$ cat config.mk
export PLATFORM = sky130hd
export DESIGN_NAME = rv32_cmp_arbiter
export DESIGN_NICKNAME = d
export VERILOG_FILES = /design/src/rtl/rv32_cmp_pkg.sv /design/src/rtl/rv32_rr_arb2.sv /design/src/rtl/rv32_cmp_arbiter.sv
export SDC_FILE = /design/constraint.sdc
export NUM_CORES = 1
export LEC_CHECK = 0
export CAP_MARGIN = 20
export CORE_MARGIN = 2
export CORE_UTILIZATION = 30
export DETAILED_ROUTE_END_ITERATION = 10
export PLACE_DENSITY_LB_ADDON = 0.2
export SETUP_SLACK_MARGIN = 0.2
export SLEW_MARGIN = 20
export SYNTH_ARGS = -nofsm -noshare
export SYNTH_HDL_FRONTEND = slang
export SYNTH_SLANG_ARGS = --single-unit
$ cat constraint.sdc
create_clock -name clk -period 1.32 [get_ports clk]
set_input_delay 0.132 -clock clk [delete_from_list [all_inputs] [get_ports clk]]
set_output_delay 0.132 -clock clk [all_outputs]
set_load 0.01 [all_outputs]
$ cat src/rtl/rv32_cmp_pkg.sv
// Shared definitions for the rv32 comparator arbiter: comparator opsel codes and requester ids.
package rv32_cmp_pkg;

    localparam logic [3:0] OP_SLT   = 4'd5;
    localparam logic [3:0] OP_SLTU  = 4'd6;
    localparam logic [3:0] OP_SLTI  = 4'd12;
    localparam logic [3:0] OP_SLTIU = 4'd13;

    typedef enum logic {
        OWN_ALU = 1'b0,
        OWN_BR  = 1'b1
    } cmp_owner_t;

    // Branch less-than resolution reuses the register-register compare encodings.
    function automatic logic [3:0] br_opsel(input logic is_unsigned);
        return is_unsigned ? OP_SLTU : OP_SLT;
    endfunction

endpackage

$ cat src/rtl/rv32_rr_arb2.sv
// Two-way round-robin grant between ALU and branch requesters; the last winner loses the next tie.
module rv32_rr_arb2
    import rv32_cmp_pkg::*;
(
    input  logic       clk,
    input  logic       rst,
    input  logic       inhibit,
    input  logic       req_alu,
    input  logic       req_br,
    input  logic       upd_en,
    input  cmp_owner_t upd_owner,
    output logic       gnt_alu,
    output logic       gnt_br
);

    cmp_owner_t last_grant_r;
    logic       gnt_alu_s;
    logic       gnt_br_s;

    // Grant decode: inhibit wins, a lone requester wins, a tie goes to the one not granted last.
    always_comb begin
        gnt_alu_s = 1'b0;
        gnt_br_s  = 1'b0;
        if (inhibit) begin
            gnt_alu_s = 1'b0;
            gnt_br_s  = 1'b0;
        end else if (req_alu && req_br) begin
            if (last_grant_r == OWN_BR) begin
                gnt_alu_s = 1'b1;
            end else begin
                gnt_br_s = 1'b1;
            end
        end else begin
            gnt_alu_s = req_alu;
            gnt_br_s  = req_br;
        end
    end

    // Fairness history, moved only by a real accept.
    always_ff @(posedge clk) begin
        if (rst) begin
            last_grant_r <= OWN_BR;
        end else if (upd_en) begin
            last_grant_r <= upd_owner;
        end else begin
            last_grant_r <= last_grant_r;
        end
    end

    assign gnt_alu = gnt_alu_s;
    assign gnt_br  = gnt_br_s;

endmodule

$ cat src/rtl/rv32_cmp_arbiter.sv
// Shares one rv32 comparator between the ALU and branch unit via a 2-stage pipeline.
// Optional RV32_CMP_ARB_PERF_EN adds grant/conflict performance counters.
module rv32_cmp_arbiter
    import rv32_cmp_pkg::*;
#(
    parameter int XLEN = 32
) (
    input  logic            clk,
    input  logic            rst,
    input  logic            flush,
    input  logic            alu_req_valid,
    output logic            alu_req_ready,
    input  logic [XLEN-1:0] alu_opA,
    input  logic [XLEN-1:0] alu_opB,
    input  logic [3:0]      alu_opsel,
    output logic            alu_rsp_valid,
    output logic [XLEN-1:0] alu_rsp_result,
    input  logic            br_req_valid,
    output logic            br_req_ready,
    input  logic [XLEN-1:0] br_opA,
    input  logic [XLEN-1:0] br_opB,
    input  logic            br_unsigned,
    output logic            br_rsp_valid,
    output logic            br_rsp_lt,
    output logic [XLEN-1:0] cmp_opA,
    output logic [XLEN-1:0] cmp_opB,
    output logic [3:0]      cmp_opsel,
    input  logic [XLEN-1:0] cmp_result
`ifdef RV32_CMP_ARB_PERF_EN
    ,
    output logic [31:0]     perf_alu_grants,
    output logic [31:0]     perf_br_grants,
    output logic [31:0]     perf_conflicts
`endif
);

    logic            inhibit_s;
    logic            alu_gnt_s;
    logic            br_gnt_s;
    logic            accept_s;
    cmp_owner_t      acc_owner_s;
    logic [XLEN-1:0] acc_opa_s;
    logic [XLEN-1:0] acc_opb_s;
    logic [3:0]      acc_sel_s;

    logic            s1_valid_r;
    cmp_owner_t      s1_owner_r;
    logic [XLEN-1:0] cmp_opa_r;
    logic [XLEN-1:0] cmp_opb_r;
    logic [3:0]      cmp_sel_r;

    logic            s2_valid_r;
    cmp_owner_t      s2_owner_r;
    logic [XLEN-1:0] alu_result_r;
    logic            br_lt_r;
    logic            s1_live_s;

    assign inhibit_s = flush | rst;
    assign accept_s  = alu_gnt_s | br_gnt_s;
    assign s1_live_s = s1_valid_r & ~flush;

    rv32_rr_arb2 u_arb (
        .clk       (clk),
        .rst       (rst),
        .inhibit   (inhibit_s),
        .req_alu   (alu_req_valid),
        .req_br    (br_req_valid),
        .upd_en    (accept_s),
        .upd_owner (acc_owner_s),
        .gnt_alu   (alu_gnt_s),
        .gnt_br    (br_gnt_s)
    );

    // Operand mux for whichever requester was granted this cycle.
    always_comb begin
        acc_owner_s = OWN_ALU;
        acc_opa_s   = alu_opA;
        acc_opb_s   = alu_opB;
        acc_sel_s   = alu_opsel;
        if (br_gnt_s) begin
            acc_owner_s = OWN_BR;
            acc_opa_s   = br_opA;
            acc_opb_s   = br_opB;
            acc_sel_s   = br_opsel(br_unsigned);
        end else begin
            acc_owner_s = OWN_ALU;
            acc_opa_s   = alu_opA;
            acc_opb_s   = alu_opB;
            acc_sel_s   = alu_opsel;
        end
    end

    // S1: comparator operand registers; they hold when idle so the comparator inputs stay quiet.
    always_ff @(posedge clk) begin
        if (rst) begin
            s1_valid_r <= 1'b0;
            s1_owner_r <= OWN_ALU;
            cmp_opa_r  <= {XLEN{1'b0}};
            cmp_opb_r  <= {XLEN{1'b0}};
            cmp_sel_r  <= 4'd0;
        end else begin
            s1_valid_r <= accept_s;
            if (accept_s) begin
                s1_owner_r <= acc_owner_s;
                cmp_opa_r  <= acc_opa_s;
                cmp_opb_r  <= acc_opb_s;
                cmp_sel_r  <= acc_sel_s;
            end else begin
                s1_owner_r <= s1_owner_r;
                cmp_opa_r  <= cmp_opa_r;
                cmp_opb_r  <= cmp_opb_r;
                cmp_sel_r  <= cmp_sel_r;
            end
        end
    end

    // S2: capture comparator result into the owner's result register; the other owner's value holds.
    always_ff @(posedge clk) begin
        if (rst) begin
            s2_valid_r   <= 1'b0;
            s2_owner_r   <= OWN_ALU;
            alu_result_r <= {XLEN{1'b0}};
            br_lt_r      <= 1'b0;
        end else begin
            s2_valid_r <= s1_live_s;
            s2_owner_r <= s1_owner_r;
            if (s1_live_s && (s1_owner_r == OWN_ALU)) begin
                alu_result_r <= cmp_result;
                br_lt_r      <= br_lt_r;
            end else if (s1_live_s && (s1_owner_r == OWN_BR)) begin
                alu_result_r <= alu_result_r;
                br_lt_r      <= cmp_result[0];
            end else begin
                alu_result_r <= alu_result_r;
                br_lt_r      <= br_lt_r;
            end
        end
    end

`ifdef RV32_CMP_ARB_PERF_EN
    logic [31:0] perf_alu_r;
    logic [31:0] perf_br_r;
    logic [31:0] perf_conf_r;

    // Event counters survive flush and wrap naturally at 2^32.
    always_ff @(posedge clk) begin
        if (rst) begin
            perf_alu_r  <= 32'd0;
            perf_br_r   <= 32'd0;
            perf_conf_r <= 32'd0;
        end else begin
            perf_alu_r  <= perf_alu_r + {31'd0, alu_gnt_s};
            perf_br_r   <= perf_br_r + {31'd0, br_gnt_s};
            perf_conf_r <= perf_conf_r + {31'd0, (alu_req_valid & br_req_valid & ~flush)};
        end
    end

    assign perf_alu_grants = perf_alu_r;
    assign perf_br_grants  = perf_br_r;
    assign perf_conflicts  = perf_conf_r;
`endif

    assign alu_req_ready  = alu_gnt_s;
    assign br_req_ready   = br_gnt_s;
    assign cmp_opA        = cmp_opa_r;
    assign cmp_opB        = cmp_opb_r;
    assign cmp_opsel      = cmp_sel_r;
    assign alu_rsp_valid  = s2_valid_r & (s2_owner_r == OWN_ALU);
    assign br_rsp_valid   = s2_valid_r & (s2_owner_r == OWN_BR);
    assign alu_rsp_result = alu_result_r;
    assign br_rsp_lt      = br_lt_r;

endmodule

==> results of run 1 <==
[through the flow]
stage / cells / util [%] / cell area (um^2) / setup TNS (ns)
after global placement: 1043 / 51.1 / 8410 / -45.67
final: 1095 / 59.7 / 9830 / -1.86
after floorplan: 573 / - / 5270 / 0
after global routing: 1095 / 59.7 / 9830 / -4.76
after CTS: 1083 / 56.5 / 9310 / -1.43
after detailed placement: 1043 / 51.1 / 8410 / -47.72
[critical path, stage by stage (launching register included)]
cell and delay, ns:
dfxtp_4 0.37, a211o_4 0.41, clkbuf_16 0.20, o21ai_2 0.12, a311oi_1 0.12
[final timing paths]
path	to	depth (start not counted)
worst max-delay path	cmp_opA[18]	4
worst min-delay path	cmp_opsel[3]	3
worst max register to register	cmp_opA[18]	4
worst min register to register	alu_rsp_result[23]	2
[layer usage]
layer | GRT usage, % | vias up
met5 | 0 | -
met4 | 9.75 | 0
met1 | 28.1 | 2941
li1 | - | 2805
met3 | 5.82 | 41
met2 | 39.9 | 241
[cell families after synthesis]
| family | Yosys count |
|---|---|
| flops | 106 |
| simple gates | 149 |
| mux | 1 |
| compound gates | 236 |
| buf+inv | 81 |
[registers in the layout (all words and copies together), names as in the netlist]
name                flops
alu_rsp_result         32
br_rsp_lt               1
cmp_opA                32
cmp_opB                32
cmp_opsel               4
s1_owner_r              1
s1_valid_r              1
s2_owner_r              1
s2_valid_r              1
u_arb.last_grant_r      1
[cell usage after synthesis (2+ instances only)]
library cell | count | area (um^2)
a311oi_1 | 25 | 219
nand2b_1 | 2 | 12.5
dfxtp_1 | 106 | 2120
buf_1 | 6 | 22.5
a21oi_1 | 97 | 485
nor2_1 | 2 | 7.51
nand2_1 | 65 | 244
nand4_1 | 68 | 425
clkbuf_1 | 29 | 109
a211o_1 | 2 | 17.5
a311oi_2 | 40 | 601
o21ai_0 | 18 | 90.1
buf_2 | 31 | 155
inv_1 | 4 | 15.0
o21ai_1 | 50 | 250
and2_1 | 2 | 12.5
nor2b_1 | 2 | 12.5
buf_4 | 4 | 30.0
buf_6 | 7 | 78.8
[final cells by class]
| cell class | count | area [um^2] |
|---|---|---|
| sequential | 106 | 2140 |
| inverter | 4 | 15.0 |
| multi-input combinational | 388 | 3370 |
| clock buffer | 9 | 225 |
| fill | 1407 | 6630 |
| timing repair buffer | 361 | 3750 |
| tap | 220 | 275 |
| clock inverter | 7 | 55.1 |
[power by group through the flow]
stage / registers (uW) / logic (uW) / clock network [uW]
CTS: 3460 / 2150 / 2700
floorplan: 3600 / 778 / 0
detailed placement: 3530 / 2000 / 0
finish: 3480 / 2320 / 2600
global placement: 3530 / 1960 / 0
global route: 3500 / 2450 / 2820
[timing repair]
action	in CTS	in global routing
cloned	9	6
endpoints found under the hold margin	0	0
buffers inserted	15	6
endpoints found under the setup margin	207	185
hold buffers	0	0
pin swaps	40	66
gates resized for setup	272	243
[placed cells by master (no fill, tap or decap), types with 3 or more instances in the layout]
cell type and instances:
dfxtp_1 93, clkinvlp_4 4, clkdlybuf4s15_2 8, a21oi_2 31, clkbuf_2 52, nand2_4 33, clkdlybuf4s15_1 35, o21ai_4 18
buf_12 25, buf_6 16, nand4_1 68, a311oi_1 21, nand2_2 18, buf_8 3, dlygate4sd2_1 7, nand2_1 14
dfxtp_2 11, clkdlybuf4s50_1 165, a21oi_1 66, buf_2 3, a311oi_2 44, buf_16 6, buf_4 35, and2_4 3
o21ai_2 47, clkbuf_16 13
==> reports/results.tsv, run 1 <==
stage	metric	value	unit
cells_and_area	nets	1040	
global_routing	largest net degree at the start of global routing	81	
sta	hold_ws	0.142	ns
route	wire per inst	20.4	um
sta	fin crit share	105	%
critical_path	CP max FO	7	
critical_path	arrival time worst endpoint	1.57	ns
logic_synthesis	Net Count, Synth	743	
sta	slew at the pin with the worst max-slew slack	0.897	ns
power	Switching Power	2500	uW
sta	Max-slew headroom	40.2	%
clocking	H-Tree Depth	3	
logic_synthesis	synthesized cell area	5020	um^2
sta	crit path time final	1.38	ns
route	vias after detailed routing	6028	
cells_and_area	layout cell share with drive strength beyond 1	44.5	%
logic_synthesis	Seq/Total Area, Yosys	42.3	%
power	switch share	29.7	%
clocking	CTS tree	done	
power	Gate power share	27.6	%
global_routing	vias in the first global route	6150	
power	Power Dens Cells	854	nW/um^2
logic_synthesis	EDFF count, synth	0	
power	clock share of power	31.0	%
global_routing	initial antenna violation count	0	
sta	Final Skew	0.00622	ns
logic_synthesis	#FFs+latches synth	106	
critical_path	R2R setup slack	-0.06	ns
worst_hold_path	HP Start	rst	
route	Final ANT Viol Nets	0	
die	initial core utilization	30.5	%
clocking	Max clock buf depth	2	
outcome	status	complete, but fails checks	
critical_path	Required @ worst endpoint	1.51	ns
critical_path	startpoint types	register	
die	Core ar.	16500	um^2
route	total wire length	22300	um
critical_path	Critical path origin	u_arb.last_grant_r	
worst_hold_path	Tightest Hold Check Type	input port to register	
logic_synthesis	asr flop ratio synth	0	%
sta	Fin. Hold Viols	0	
placed_design	Setup WS pre-CTS	-0.592	ns
placed_design	dpl hpwl	14100	um
cells_and_area	# diodes	0	
logic_synthesis	largest family of logic cells by synthesized area	compound AO/OA/AOI/OAI gates	
route	WL met3	1490	um
route	M1 wire length	8940	um
sta	Final WS setup	-0.0646	ns
logic_synthesis	Unique masters post-synth	32	
logic_synthesis	Ys Warns	0	
placed_design	global placer's final weighted congestion	0.823	
route	1st-pass router iterations	4	
route	Vias/cell	5.51	
global_routing	total grt overflow	0	
power	Power Total	8400	uW
logic_synthesis	Post-Syn Instances	573	
global_routing	global-route wire length before repair	33000	um
route	DR iter-0 viols	266	
logic_synthesis	mux contribution to synthesized area	0.199	%
logic_synthesis	simple-gate share of the synthesized area	15.6	%
logic_synthesis	xor and xnor fraction of the mapped netlist area	0	%
logic_synthesis	Post-synth top flop	dfxtp_1	
power	Int Pwr	5900	uW
critical_path	kind of critical path	register to register	
sta	Slew Viols, Final	0	
route	wire length on met2	11300	um
sta	fmax	722	MHz
die	io pins	275	
clocking	CTS buffer count	9	
clocking	Clock Latency Late Sink	0.35	ns
critical_path	worst r2r src	u_arb.last_grant_r	
placed_design	count of buffers inserted at the top-level ports	274	
route	top routing layer in use	met4	
outcome	failing checks	setup timing	
global_routing	GRT Total Usage	23.4	%
route	DRC Markers	0	
clocking	CTS Root Cell	clkbuf_16	
logic_synthesis	syn avg cell area	8.76	um^2
die	Cell Rows	47	
die	Die X	133	um
critical_path	crit end category	register	
sta	final setup vio count	67	
clocking	clk sink count	106	
logic_synthesis	Compound-Gate Fraction of Synth Area	33.8	%
clocking	Reg clk slew, reported paths	0.08	ns
power	VDD IR max	656	uV
cells_and_area	Area Overhead vs Synth	95.9	%
power	Reg power frac	41.4	%
flow_run	max-cap viol count	0	
logic_synthesis	adder-cell share of the synthesized area	0	%
sta	RSZ-0062 raised after global routing	yes	
power	Leak	0.00353	uW
die	Die Area	17800	um^2
die	Die H	133	um
No activity file was read; power rests on OpenSTA's default activity.
==> run 2: changes to the inputs <==
Settings changed: HOLD_SLACK_MARGIN set to 0.05.
==> results of run 2 <==
The final DEF is identical to that of run 1; final timing and power are the same.
==> run 3: changes to the inputs <==
Clock period 1.32 ns to 1.5 ns, I/O delays scaled along.
==> run 3 against run 2 <==
Compared with the run above: the run now ends clean; sequential share of layout area grew 3.0 points; die area is the same; combinational power shrank 28%; worst setup slack improved by 0.23 ns; sequential cell count unchanged; sequential power is 13% lower; global-route usage down 2.2 points; clock-buffer cell count unchanged; critical path depth is the same; register-to-register slack better by 0.23 ns.
==> reports/results.tsv, run 3 (synthesis gave the netlist of run 1 again) <==
stage	metric	value	unit	change
cells_and_area	fillcell total	1544		was 1407
die	initial core utilization	30.5	%	unchanged
critical_path	Required @ worst endpoint	1.72	ns	was 1.51 ns
die	io pins	275		unchanged
sta	Max-slew headroom	60.5	%	was 40.2%
die	Die X	133	um	unchanged
cells_and_area	layout cell share with drive strength beyond 1	17.5	%	was 44.5%
critical_path	kind of critical path	register to register		unchanged
route	Final ANT Viol Nets	0		unchanged
die	Die H	133	um	unchanged
critical_path	R2R setup slack	0.16	ns	was -0.06 ns
placed_design	Setup WS pre-CTS	-0.545	ns	was -0.592 ns
global_routing	initial antenna violation count	1		was 0
route	wire per inst	18.5	um	was 20.4 um
sta	crit path time final	1.34	ns	was 1.38 ns
sta	Final Skew	0.00817	ns	was 0.00622 ns
route	Vias/cell	5.34		was 5.51
clocking	H-Tree Depth	3		unchanged
die	Die Area	17800	um^2	unchanged
sta	Slew Viols, Final	0		unchanged
cells_and_area	Area Overhead vs Synth	70.7	%	was 95.9%
sta	fmax	747	MHz	was 722 MHz
cells_and_area	most common cell after layout, fill and taps aside	clkdlybuf4s50_1		unchanged
cells_and_area	nets	992		was 1040
power	Leak	0.00326	uW	was 0.00353 uW
power	VDD IR max	576	uV	was 656 uV
critical_path	crit end category	register		unchanged
sta	hold_ws	0.142	ns	about the same
critical_path	startpoint types	register		unchanged
global_routing	global-route wire length before repair	30100	um	was 33000 um
route	vias after detailed routing	5599		was 6028
sta	fin crit share	89.3	%	was 105%
clocking	CTS buffer count	9		unchanged
worst_hold_path	Tightest Hold Check Type	input port to register		unchanged
critical_path	cell count of the worst reg-to-reg path	4		unchanged
die	Core ar.	16500	um^2	unchanged
critical_path	CP endpoint	cmp_opA[10]		was cmp_opA[18]
flow_run	max-cap viol count	0		unchanged
global_routing	vias in the first global route	5681		was 6150
route	DRC Markers	0		unchanged
sta	RSZ-0062 raised after global routing	yes		unchanged
cells_and_area	most frequent cells in the layout	clkdlybuf4s50_1 (165), dlygate4sd2_1 (105), dfxtp_1 (104)		was clkdlybuf4s50_1 (165), dfxtp_1 (93), nand4_1 (68)
critical_path	CP max FO	30		was 7
clocking	CTS Root Cell	clkbuf_16		unchanged
critical_path	worst r2r src	u_arb.last_grant_r		unchanged
placed_design	dpl hpwl	12900	um	was 14100 um
sta	Final WS setup	0.161	ns	was -0.0646 ns
clocking	Reg clk slew, reported paths	0.08	ns	about the same
placed_design	global placer's final weighted congestion	0.816		was 0.823
clocking	Max clock buf depth	2		unchanged
outcome	status	completed		was complete, but fails checks
clocking	Clock Latency Late Sink	0.36	ns	was 0.35 ns
cells_and_area	multi-input logic area	2640	um^2	was 3370 um^2
sta	Fin. Hold Viols	0		unchanged
cells_and_area	Sequential Area	2130	um^2	was 2140 um^2
power	Power Dens Cells	826	nW/um^2	was 854 nW/um^2
critical_path	Critical path origin	u_arb.last_grant_r		unchanged
route	DR iter-0 viols	248		was 266
global_routing	GRT Total Usage	21.2	%	was 23.4%
placed_design	count of buffers inserted at the top-level ports	274		unchanged
route	1st-pass router iterations	4		unchanged
sta	slew at the pin with the worst max-slew slack	0.593	ns	was 0.897 ns
critical_path	Reg2Reg Capture Point	cmp_opA[10]		was cmp_opA[18]
critical_path	arrival time worst endpoint	1.56	ns	was 1.57 ns
clocking	CTS tree	done		unchanged
sta	final setup vio count	0		was 67
global_routing	total grt overflow	0		unchanged
clocking	hold_buf cts	0		unchanged
route	total wire length	19400	um	was 22300 um
global_routing	largest net degree at the start of global routing	100		was 81
clocking	clk sink count	106		unchanged
power	Power Total	7080	uW	was 8400 uW
die	Cell Rows	47		unchanged
## run 3: cell types whose count changed in the layout (fill, tap and decap cells not counted), sizes merged
cell	change
diode	+1
a211o	-1
dlygate4sd2	+98
inv	+3
clkinvlp	-2
and2	-1
clkbuf	-55
clkdlybuf4s15	-43
clkinv	-1
buf	-46
## run 3: how the worst min path moves through the flow
stage	from	to	slack (ns)	depth (start not counted)
CTS	rst	cmp_opsel[3]	0.13	3
finish	rst	cmp_opsel[3]	0.14	3
floorplan	cmp_result[0]	alu_rsp_result[0]	0.29	2
global placement	alu_rsp_result[7]	alu_rsp_result[7]	0.44	2
global route	rst	cmp_opsel[3]	0.15	3
detailed placement	alu_rsp_result[4]	alu_rsp_result[4]	0.45	2
## run 3: power breakdown
part / leakage [uW] / total (uW) / internal [uW] / switching [uW]
clock: 0.000136 / 2370 / 1160 / 1210
sequential: 0.000868 / 3040 / 2960 / 80.7
combinational: 0.00225 / 1670 / 897 / 772
total: 0.00326 / 7080 / 5020 / 2060
## run 3: cell type report
class                      count  area share, %
tap                          220           3.21
antenna                        1         0.0292
timing repair buffer         315           37.6
sequential                   106           24.8
multi-input combinational    386           30.8
clock inverter                 7          0.701
inverter                       4          0.175
clock buffer                   9           2.63
## run 3: routing by layer
layer / up-vias / GRT usage, % / share of wire [%]
met4: 0 / 8.04 / 2.1
met5: - / 0 / 0
met2: 228 / 36.4 / 48
met1: 2657 / 25.1 / 43
li1: 2687 / - / -
met3: 27 / 6.13 / 7.7
## run 3: worst max-delay path, cell delays in order, from the launching register on
cell and delay, ns:
dfxtp_4 0.37, a211o_2 0.34, buf_8 0.19, o21ai_0 0.18
a311oi_1 0.11
## run 3: repair_timing
item / in CTS / in global routing
setup buffers: 1 / 3
resized for setup: 128 / 48
setup endpoints to repair: 172 / 93
pin swaps: 1 / 6
gates cloned: 2 / 1
## run 3: stage by stage
step | instances | area [um^2] | util, % | setup TNS, ns
floorplan | 573 | 5020 | - | 0
global placement | 1024 | 8110 | 49.3 | -22.32
detailed placement | 1024 | 8110 | 49.3 | -23.25
CTS | 1043 | 8380 | 50.9 | 0
global route | 1047 | 8570 | 52.0 | 0
finish | 1048 | 8570 | 52.1 | 0
==> RTL change (settings of run 1) <==
Add a define of `RV32_CMP_ARB_PERF_EN`.
--- a/src/rtl/rv32_cmp_arbiter.sv
+++ b/src/rtl/rv32_cmp_arbiter.sv
@@ -1,5 +1,7 @@
 // Shares one rv32 comparator between the ALU and branch unit via a 2-stage pipeline.
 // Optional RV32_CMP_ARB_PERF_EN adds grant/conflict performance counters.
+`define RV32_CMP_ARB_PERF_EN
+
 module rv32_cmp_arbiter
     import rv32_cmp_pkg::*;
 #(
Check against the original RTL (old outputs only; new: perf_alu_grants, perf_br_grants and perf_conflicts): equivalent (Yosys induction, for registers that start in step).
==> RTL change against run 1 <==
The run still ends with setup timing left. Power is 76% higher. Critical path depth up 4. Sequential cell count grew 96. Setup slack lost 620 ps. Highest routed layer is now met5. Cell area is 81% higher. Sequential power increased by 82%. Wire length increased by 66%. Synthesized area up 66%.
==> RTL change: results (changes against run 1) <==
{
  "first_pass_iters": {"value": 7, "change": "+3"},
  "power.leakage": {"value": 7.616, "unit": "nW", "change": "+120%"},
  "multi_input_gates": {"value": 653, "change": "+68%"},
  "dr.first_iter.drc_count": {"value": 583, "change": "+120%"},
  "synth_common_cells": {"value": "sky130_fd_sc_hd__dfxtp_1, sky130_fd_sc_hd__nor2_1, sky130_fd_sc_hd__nand2_1"},
  "post-place-ws": {"value": -1176, "unit": "ps", "change": "-584.5 ps"},
  "h_tree_level_count": {"value": 1, "change": "-2"},
  "timing.final.setup_violations": {"value": 164, "change": "+140%"},
  "worstRegToRegCells": {"value": 8, "change": "+4"},
  "synth_top_area_cells": {"value": "sky130_fd_sc_hd__dfxtp_1, sky130_fd_sc_hd__a222oi_1, sky130_fd_sc_hd__nor2_1"},
  "final-nonclk-buf-share": {"value": 39.67, "unit": "%", "change": "+1.6 points"},
  "detailed_place.area": {"value": 0.01419, "unit": "mm^2", "change": "+69%"},
  "violations_in_the_final_reports": {"value": "setup timing"},
  "final.signal_buffer_count": {"value": 692, "change": "+92%"},
  "grt_pass1_vias": {"value": 9872, "change": "+61%"},
  "min_path_cells": {"value": 4, "change": "+1"},
  "postSynthRegisterBits": {"value": 202, "change": "+91%"},
  "worst-path-max-fanout": {"value": 8, "change": "+1"},
  "final-instance-count-excl-fill": {"value": 1991, "change": "+82%"},
  "setup_ws": {"value": -681.0, "unit": "ps", "change": "-616.5 ps"},
  "run_status": {"value": "finished with violations"},
  "multi_input_area": {"value": 0.005042, "unit": "mm^2", "change": "+49%"},
  "syn_nets": {"value": 1114, "change": "+50%"},
  "layout.clock.cell_area_share": {"value": 4.545, "unit": "%", "change": "+1.7 points"},
  "vdd.ir_drop.worst": {"value": 0.6904, "unit": "mV", "change": "+5.2%"},
  "cts_repair_resized_insts": {"value": 1361, "change": "+400%"},
  "seqAreaFraction": {"value": 24.25, "unit": "%", "change": "+2.5 points"},
  "critPathTopFamily": {"value": "simple AND/OR/NAND/NOR gates"},
  "min_period": {"value": 2001, "unit": "ps", "change": "+616.5 ps"},
  "fill_cells": {"value": 2208, "change": "+57%"}
}
## RTL change: report_power, final
group	internal [mW]	switching [mW]
sequential	6.23	0.111
combinational	1.04	0.722
clock	4.03	2.68
total	11.3	3.51
## RTL change: metal layers
layer | share of wire (%) | track usage (%) | up-vias | wire length [um]
met5 | 0.059 | 0 | - | 22
met4 | 3.4 | 9.101 | 4 | 1243
met3 | 8.0 | 6.153 | 81 | 2959
met2 | 51 | 40.73 | 400 | 18900
met1 | 38 | 24.74 | 4823 | 13930
li1 | - | - | 4801 | -
## RTL change: cells by family (layout without fill, tap and decap cells)
kind of cell,after synthesis,in the layout,share of synthesized area (%)
AOI/OAI and AO/OA,194,194,16.62
DFF,202,202,48.44
buffers and inverters,85,756,3.987
muxes,14,14,1.859
adders and majority gates,7,7,1.049
xor gates and xnor gates,34,34,3.567
other,0,2,0
and+or+nand+nor,401,404,24.48
